### src/rtl/stream_arbiter.sv
// Round-robin arbiter merging N_REQ valid/ready source streams into one
// registered output stream. A grant lasts up to MAX_BURST beats, or ends
// early when the granted requester drops valid. Each re-arbitration
// costs one IDLE cycle.
//
// state | meaning
// ------+-----------------------------------------------------------------
// IDLE  | no grant; pick the next requester round-robin after 'last'
// GRANT | requester g owns the output stage; cnt counts its beats
module stream_arbiter #(
    parameter int N_REQ     = 4,
    parameter int DATA_W    = 8,
    parameter int MAX_BURST = 4
) (
    input  logic                    clk_i,
    input  logic                    rstn_i,
    input  logic [N_REQ-1:0]        valid_i,
    input  logic [N_REQ*DATA_W-1:0] data_i,
    output logic [N_REQ-1:0]        ready_o,
    output logic                    valid_o,
    output logic [DATA_W-1:0]       data_o,
    input  logic                    ready_i,
    output logic [N_REQ-1:0]        grant_o
);

    localparam int IDX_W = $clog2(N_REQ);
    localparam int CNT_W = (MAX_BURST > 1) ? $clog2(MAX_BURST) : 1;
    localparam logic [CNT_W-1:0] CNT_LAST = CNT_W'(MAX_BURST - 1);
    // Reset pointer to the last requester so requester 0 wins first.
    localparam logic [IDX_W-1:0] IDX_LAST = IDX_W'(N_REQ - 1);

    typedef enum logic {
        IDLE  = 1'b0,
        GRANT = 1'b1
    } state_t;

    state_t             state;
    state_t             state_nx;
    logic [IDX_W-1:0]   g;
    logic [IDX_W-1:0]   g_nx;
    logic [IDX_W-1:0]   last;
    logic [IDX_W-1:0]   last_nx;
    logic [CNT_W-1:0]   cnt;
    logic [CNT_W-1:0]   cnt_nx;
    logic [IDX_W-1:0]   sel_idx;
    logic [IDX_W-1:0]   rr_idx;
    logic               sel_found;
    logic               en;
    logic               xfer;
    logic [DATA_W-1:0]  g_data;

    // Output stage can take a new beat when empty or being drained.
    assign en     = ~valid_o | ready_i;
    assign g_data = data_i[g*DATA_W +: DATA_W];

    // Round-robin search: first valid requester after 'last', wrapping.
    always_comb begin
        sel_found = 1'b0;
        sel_idx   = '0;
        rr_idx    = '0;
        for (int i = 1; i <= N_REQ; i++) begin
            rr_idx = IDX_W'((int'(last) + i) % N_REQ);
            if (!sel_found && valid_i[rr_idx]) begin
                sel_found = 1'b1;
                sel_idx   = rr_idx;
            end
        end
    end

    // Next-state, grant bookkeeping and per-requester handshake outputs.
    always_comb begin
        state_nx = state;
        g_nx     = g;
        cnt_nx   = cnt;
        last_nx  = last;
        ready_o  = '0;
        grant_o  = '0;
        xfer     = 1'b0;
        unique case (state)
            IDLE: begin
                if (sel_found) begin
                    state_nx = GRANT;
                    g_nx     = sel_idx;
                    cnt_nx   = '0;
                end
            end
            GRANT: begin
                grant_o = N_REQ'(1) << g;
                ready_o = en ? grant_o : '0;
                xfer    = valid_i[g] & en;
                // A requester that drops valid gives up the grant even while
                // the output is stalled; a full burst also ends it.
                if (!valid_i[g] || (xfer && (cnt == CNT_LAST))) begin
                    state_nx = IDLE;
                    last_nx  = g;
                    cnt_nx   = '0;
                end else if (xfer) begin
                    cnt_nx = cnt + 1'b1;
                end
            end
            default: begin
                state_nx = IDLE;
            end
        endcase
    end

    // Arbitration state register.
    always_ff @(posedge clk_i or negedge rstn_i) begin
        if (!rstn_i) begin
            state <= IDLE;
            g     <= '0;
            cnt   <= '0;
            last  <= IDX_LAST;
        end else begin
            state <= state_nx;
            g     <= g_nx;
            cnt   <= cnt_nx;
            last  <= last_nx;
        end
    end

    // Registered output beat; data holds when no transfer happens.
    always_ff @(posedge clk_i or negedge rstn_i) begin
        if (!rstn_i) begin
            valid_o <= 1'b0;
            data_o  <= '0;
        end else if (en) begin
            valid_o <= xfer;
            if (xfer) begin
                data_o <= g_data;
            end
        end
    end

endmodule

### config.mk
export PLATFORM = sky130hd
export DESIGN_NAME = stream_arbiter
export DESIGN_NICKNAME = d
export VERILOG_FILES = /design/src/rtl/stream_arbiter.sv
export SDC_FILE = /design/constraint.sdc
export NUM_CORES = 1
export LEC_CHECK = 0
export ABC_AREA = 0
export BUFFER_PORTS_ARGS = -buffer_cell sky130_fd_sc_hd__buf_2
export CAP_MARGIN = 20
export CORE_UTILIZATION = 36
export CTS_CLUSTER_SIZE = 20
export DETAILED_ROUTE_END_ITERATION = 6
export PLACE_DENSITY = 0.67
export RECOVER_POWER = 100
export SLEW_MARGIN = 0
export SYNTH_ARGS = -nofsm -noshare
export SYNTH_HDL_FRONTEND = slang
export SYNTH_SLANG_ARGS = --single-unit
export TNS_END_PERCENT = 5
### constraint.sdc
create_clock -name clk_i -period 2.4 [get_ports clk_i]
set_input_delay 0 -clock clk_i [delete_from_list [all_inputs] [get_ports clk_i]]
set_output_delay 0 -clock clk_i [all_outputs]
set_load 0.02 [all_outputs]
==> key figures <==
Global routing
  – Final global-route overflow total: 0
  – Via count of the first global-routing pass: between 900 and 1,000
  – Pin count of the biggest net entering global routing: 18
  – Overall global routing resource usage: between 10% and 20%
  – Number of antenna violations at the first check in global routing: 0
  – First-pass GRT wire length: 4190 um

Yosys
  – Total number of yosys warnings: 0
  – Mean instance size in the synthesized netlist: 12.7 um^2
  – Leading cell type by number of instances after synthesis: sky130_fd_sc_hd__dfrtp_1
  – Post-synth EDFFs: 0
  – Share of Yosys cell area claimed by the top area cell type: 34.1%
  – Most frequent cells after synthesis: sky130_fd_sc_hd__dfrtp_1 (14), sky130_fd_sc_hd__mux2_2 (12), sky130_fd_sc_hd__nor2_1 (7)
  – Leading area contributor after synthesis: sky130_fd_sc_hd__dfrtp_1
  – Share of async-settable or async-resettable flops after synthesis: 100%
  – Share of the yosys chip area belonging to registers: approximately two fifths
  – Synthesized instance count: slightly above 80
  – FF+latch count, synth: 16
  – Main area contributors after synthesis: sky130_fd_sc_hd__dfrtp_1 (34%), sky130_fd_sc_hd__mux2_2 (13%), sky130_fd_sc_hd__mux4_2 (11%)
  – Nets in the synthesized netlist: 121
  – Post-synth cell types: 28
  – Synthesized area: slightly above 0.001 mm^2
  – Leading register cell type out of synthesis: sky130_fd_sc_hd__dfrtp_1

Placed design
  – GPL Wtd Cong: 0.716
  – Post-placement setup slack: 0.626 ns
  – HPWL reported at the end of detailed placement: just under 2000 um
  – Number of input and output port buffers inserted: 55

Final layout
  – Final core utilization: roughly half
  – Number of antenna repair diodes: 0
  – Nets: roughly 180
  – Area growth from synthesis to layout: 30.0%
  – Fraction of layout cells with a size suffix above 1: between 40% and 50%

CTS
  – Clk slew on worst S/H paths: ~0.080 ns
  – Hold buffer count at CTS: 1
  – Gates resized, CTS repair: 0
  – Clock tree from TritonCTS: built
  – Clock tree root driver cell: sky130_fd_sc_hd__clkbuf_4
  – Clock insertion delay at the later pin of the skew report: around 0.28 ns
  – Count of H-tree levels built during CTS: 1
  – Setup fix buffers added after clock tree synthesis: 0
  – Number of buffers created by CTS: 3
  – Total clock sinks: 16
  – Maximum buffer depth of the clock tree: 2

STA
  – RSZ-0062 raised after global routing: no
  – Final number of setup-violating endpoints: 0
  – Maximum clock frequency: 539 MHz
  – Shortest clock period the worst path allows after layout: 1.86 ns
  – Max-slew headroom at the worst pin: approximately 43%
  – Total count of max-transition violations in the final report: 0
  – Final setup margin: 0.544 ns
  – Summed negative setup slack over all endpoints: 0 ns
  – Total count of hold-check failures in the final report: 0
  – Clock tree skew after final layout: approximately 0.0059 ns
  – Final critical-path share of the clock period: 77.4%
  – Slew @ Worst Pin: 0.848 ns

Worst setup path
  – Required time worst endpoint: between 2 and 3 ns
  – Category of the worst setup path launch point: flip-flop
  – Worst Path Class, Setup: flip-flop to flip-flop
  – Maximum net fanout on the critical path: 8
  – Element type at the critical path end: flip-flop
  – Length in cells of the worst reg-to-reg path: 3
  – Crit path DAT: 2.02 ns

Floorplanning
  – Initial core utilization: between 30% and 40%
  – Die Span X: around 55 um
  – DIE HEIGHT: approximately 55 um
  – Die area: roughly 0.003 mm^2
  – Total core area: roughly 0.0027 mm^2
  – Std cell rows: 19
  – I/O pin count: 56

Detailed routing
  – Count of TritonRoute iterations in the first routing pass: 4
  – Final ANT Viol Nets: 0
  – Number of DRC violations after detailed routing: 0
  – Routed length on met2: around 1100 um
  – Number of violations reported at the end of detailed-routing iteration 0: 27
  – Uppermost layer routed: met4
  – Overall via count from detail_route: between 900 and 1,000
  – Wire length on met3: roughly 200 um
  – Number of vias per cell after detailed routing: 5.36
  – Total wirelength of the detailed-routed design: roughly 2400 um
  – Final routed wire length divided by cell count: 13.8 um
  – Wire length the detailed router placed on met1: ~1000 um

Pwr
  – Internal: roughly 0.95 mW
  – Share of power burned in registers: 32.4%
  – Proportion of power drawn by the clock network: 8.5%
  – Peak supply drop: between 0.0007 and 0.0008 V
  – Leakage power figure: between 0.6 and 0.7 nW
  – Sw Ratio: a little over two fifths
  – Cell area power density: ~1200 mW/mm^2
  – P_sw: between 0.7 and 0.8 mW
  – Combinational fraction of design power: 59.1%

Flow run
  – Reported max-cap violation count: 0

Min path
  – Min-Delay Path Depth: 3
  – Type of the tightest min-delay check: input pin to flip-flop

Status
  – Run status: finished, final reports clean
layout by cell type, fill, tap and decap left out:
cell type                        n
sky130_fd_sc_hd__buf_4           2
sky130_fd_sc_hd__a31o_2          1
sky130_fd_sc_hd__mux2i_1         1
sky130_fd_sc_hd__dfstp_1         2
sky130_fd_sc_hd__nand2b_1        2
sky130_fd_sc_hd__nor3b_1         4
sky130_fd_sc_hd__nor3_1          2
sky130_fd_sc_hd__nand2_1         6
sky130_fd_sc_hd__clkbuf_4        3
sky130_fd_sc_hd__dlygate4sd3_1   1
sky130_fd_sc_hd__nor2_1          7
sky130_fd_sc_hd__or3b_2          1
sky130_fd_sc_hd__buf_2          38
sky130_fd_sc_hd__o22a_1          1
sky130_fd_sc_hd__inv_1           3
sky130_fd_sc_hd__nor4_1          1
sky130_fd_sc_hd__mux2_2         12
sky130_fd_sc_hd__a31oi_1         2
sky130_fd_sc_hd__mux4_2          5
sky130_fd_sc_hd__a21oi_1         3
sky130_fd_sc_hd__mux4_1          4
sky130_fd_sc_hd__a2bb2oi_1       1
sky130_fd_sc_hd__ha_1            1
sky130_fd_sc_hd__nand3_1         1
sky130_fd_sc_hd__and4_4          1
sky130_fd_sc_hd__o22ai_1         1
sky130_fd_sc_hd__dfrtp_1        14
sky130_fd_sc_hd__clkbuf_1       19
sky130_fd_sc_hd__a22oi_1         1
per-layer routing:
metal,vias to the layer above,track usage [%]
li1,432,-
met1,434,22.2
met2,47,29.6
met3,4,4.68
met4,0,5.36
met5,-,0
area by class of cell:
class / count / area (um^2)
fillers: 270 / 1400
multi-input cells: 58 / 576
flip-flops and latches: 16 / 403
repair buffers: 59 / 283
well taps: 31 / 38.8
clock buffers: 4 / 26.3
inverters: 3 / 11.3
sequential cells by signal, indices dropped and copies added, names as in the netlist:
register  flops
data_o        8
cnt           2
g             2
last          2
state         1
valid_o       1
critical path, stage by stage (launching register included):
cell	delay, ns
sky130_fd_sc_hd__dfrtp_1	0.59
sky130_fd_sc_hd__mux4_2	0.44
sky130_fd_sc_hd__nand3_1	0.33
sky130_fd_sc_hd__mux2_2	0.38
metrics by stage:
stage / std cells / hold slack [ns] / power [mW] / area [um^2]
final: 171 / 0.0754 / 1.66 / 1340
after global routing: 171 / 0.0681 / 1.81 / 1340
after CTS: 171 / 0.0642 / 1.74 / 1380
after detailed placement: 166 / -0.0724 / 1.59 / 1340
after global placement: 166 / -0.0730 / 1.55 / 1340
after floorplan: 81 / -0.296 / 1.31 / 1030
final timing paths:
check / startpoint / endpoint / slack (ns)
setup reg to reg: g[0] / data_o[7] / 0.54
hold reg to reg: data_o[3] / data_o[3] / 0.51
min in group asynchronous: rstn_i / data_o[6] / 0.34
setup / recovery: g[0] / data_o[7] / 0.54
hold / removal: valid_i[0] / g[0] / 0.08
max in group asynchronous: rstn_i / state / 1.53
cells by family after synthesis:
kind of cell	after synthesis	synth area share, %
AO/OA/AOI/OAI	10	7.42
adder cells (fa/ha/maj)	1	1.22
buffers and inverters	7	3.53
flip-flops	16	39.2
multiplexers	22	35.3
AND/OR/NAND/NOR	25	13.4
power groups by stage:
stage / registers [mW] / clock network (mW) / logic [mW]
2_1_floorplan: 0.599 / 0 / 0.711
3_3_place_gp: 0.538 / 0 / 1.02
3_5_place_dp: 0.549 / 0 / 1.04
4_1_cts: 0.542 / 0.149 / 1.05
5_1_grt: 0.561 / 0.169 / 1.08
6_report: 0.537 / 0.141 / 0.982
Note: power is estimated with default switching activity, not from simulation.
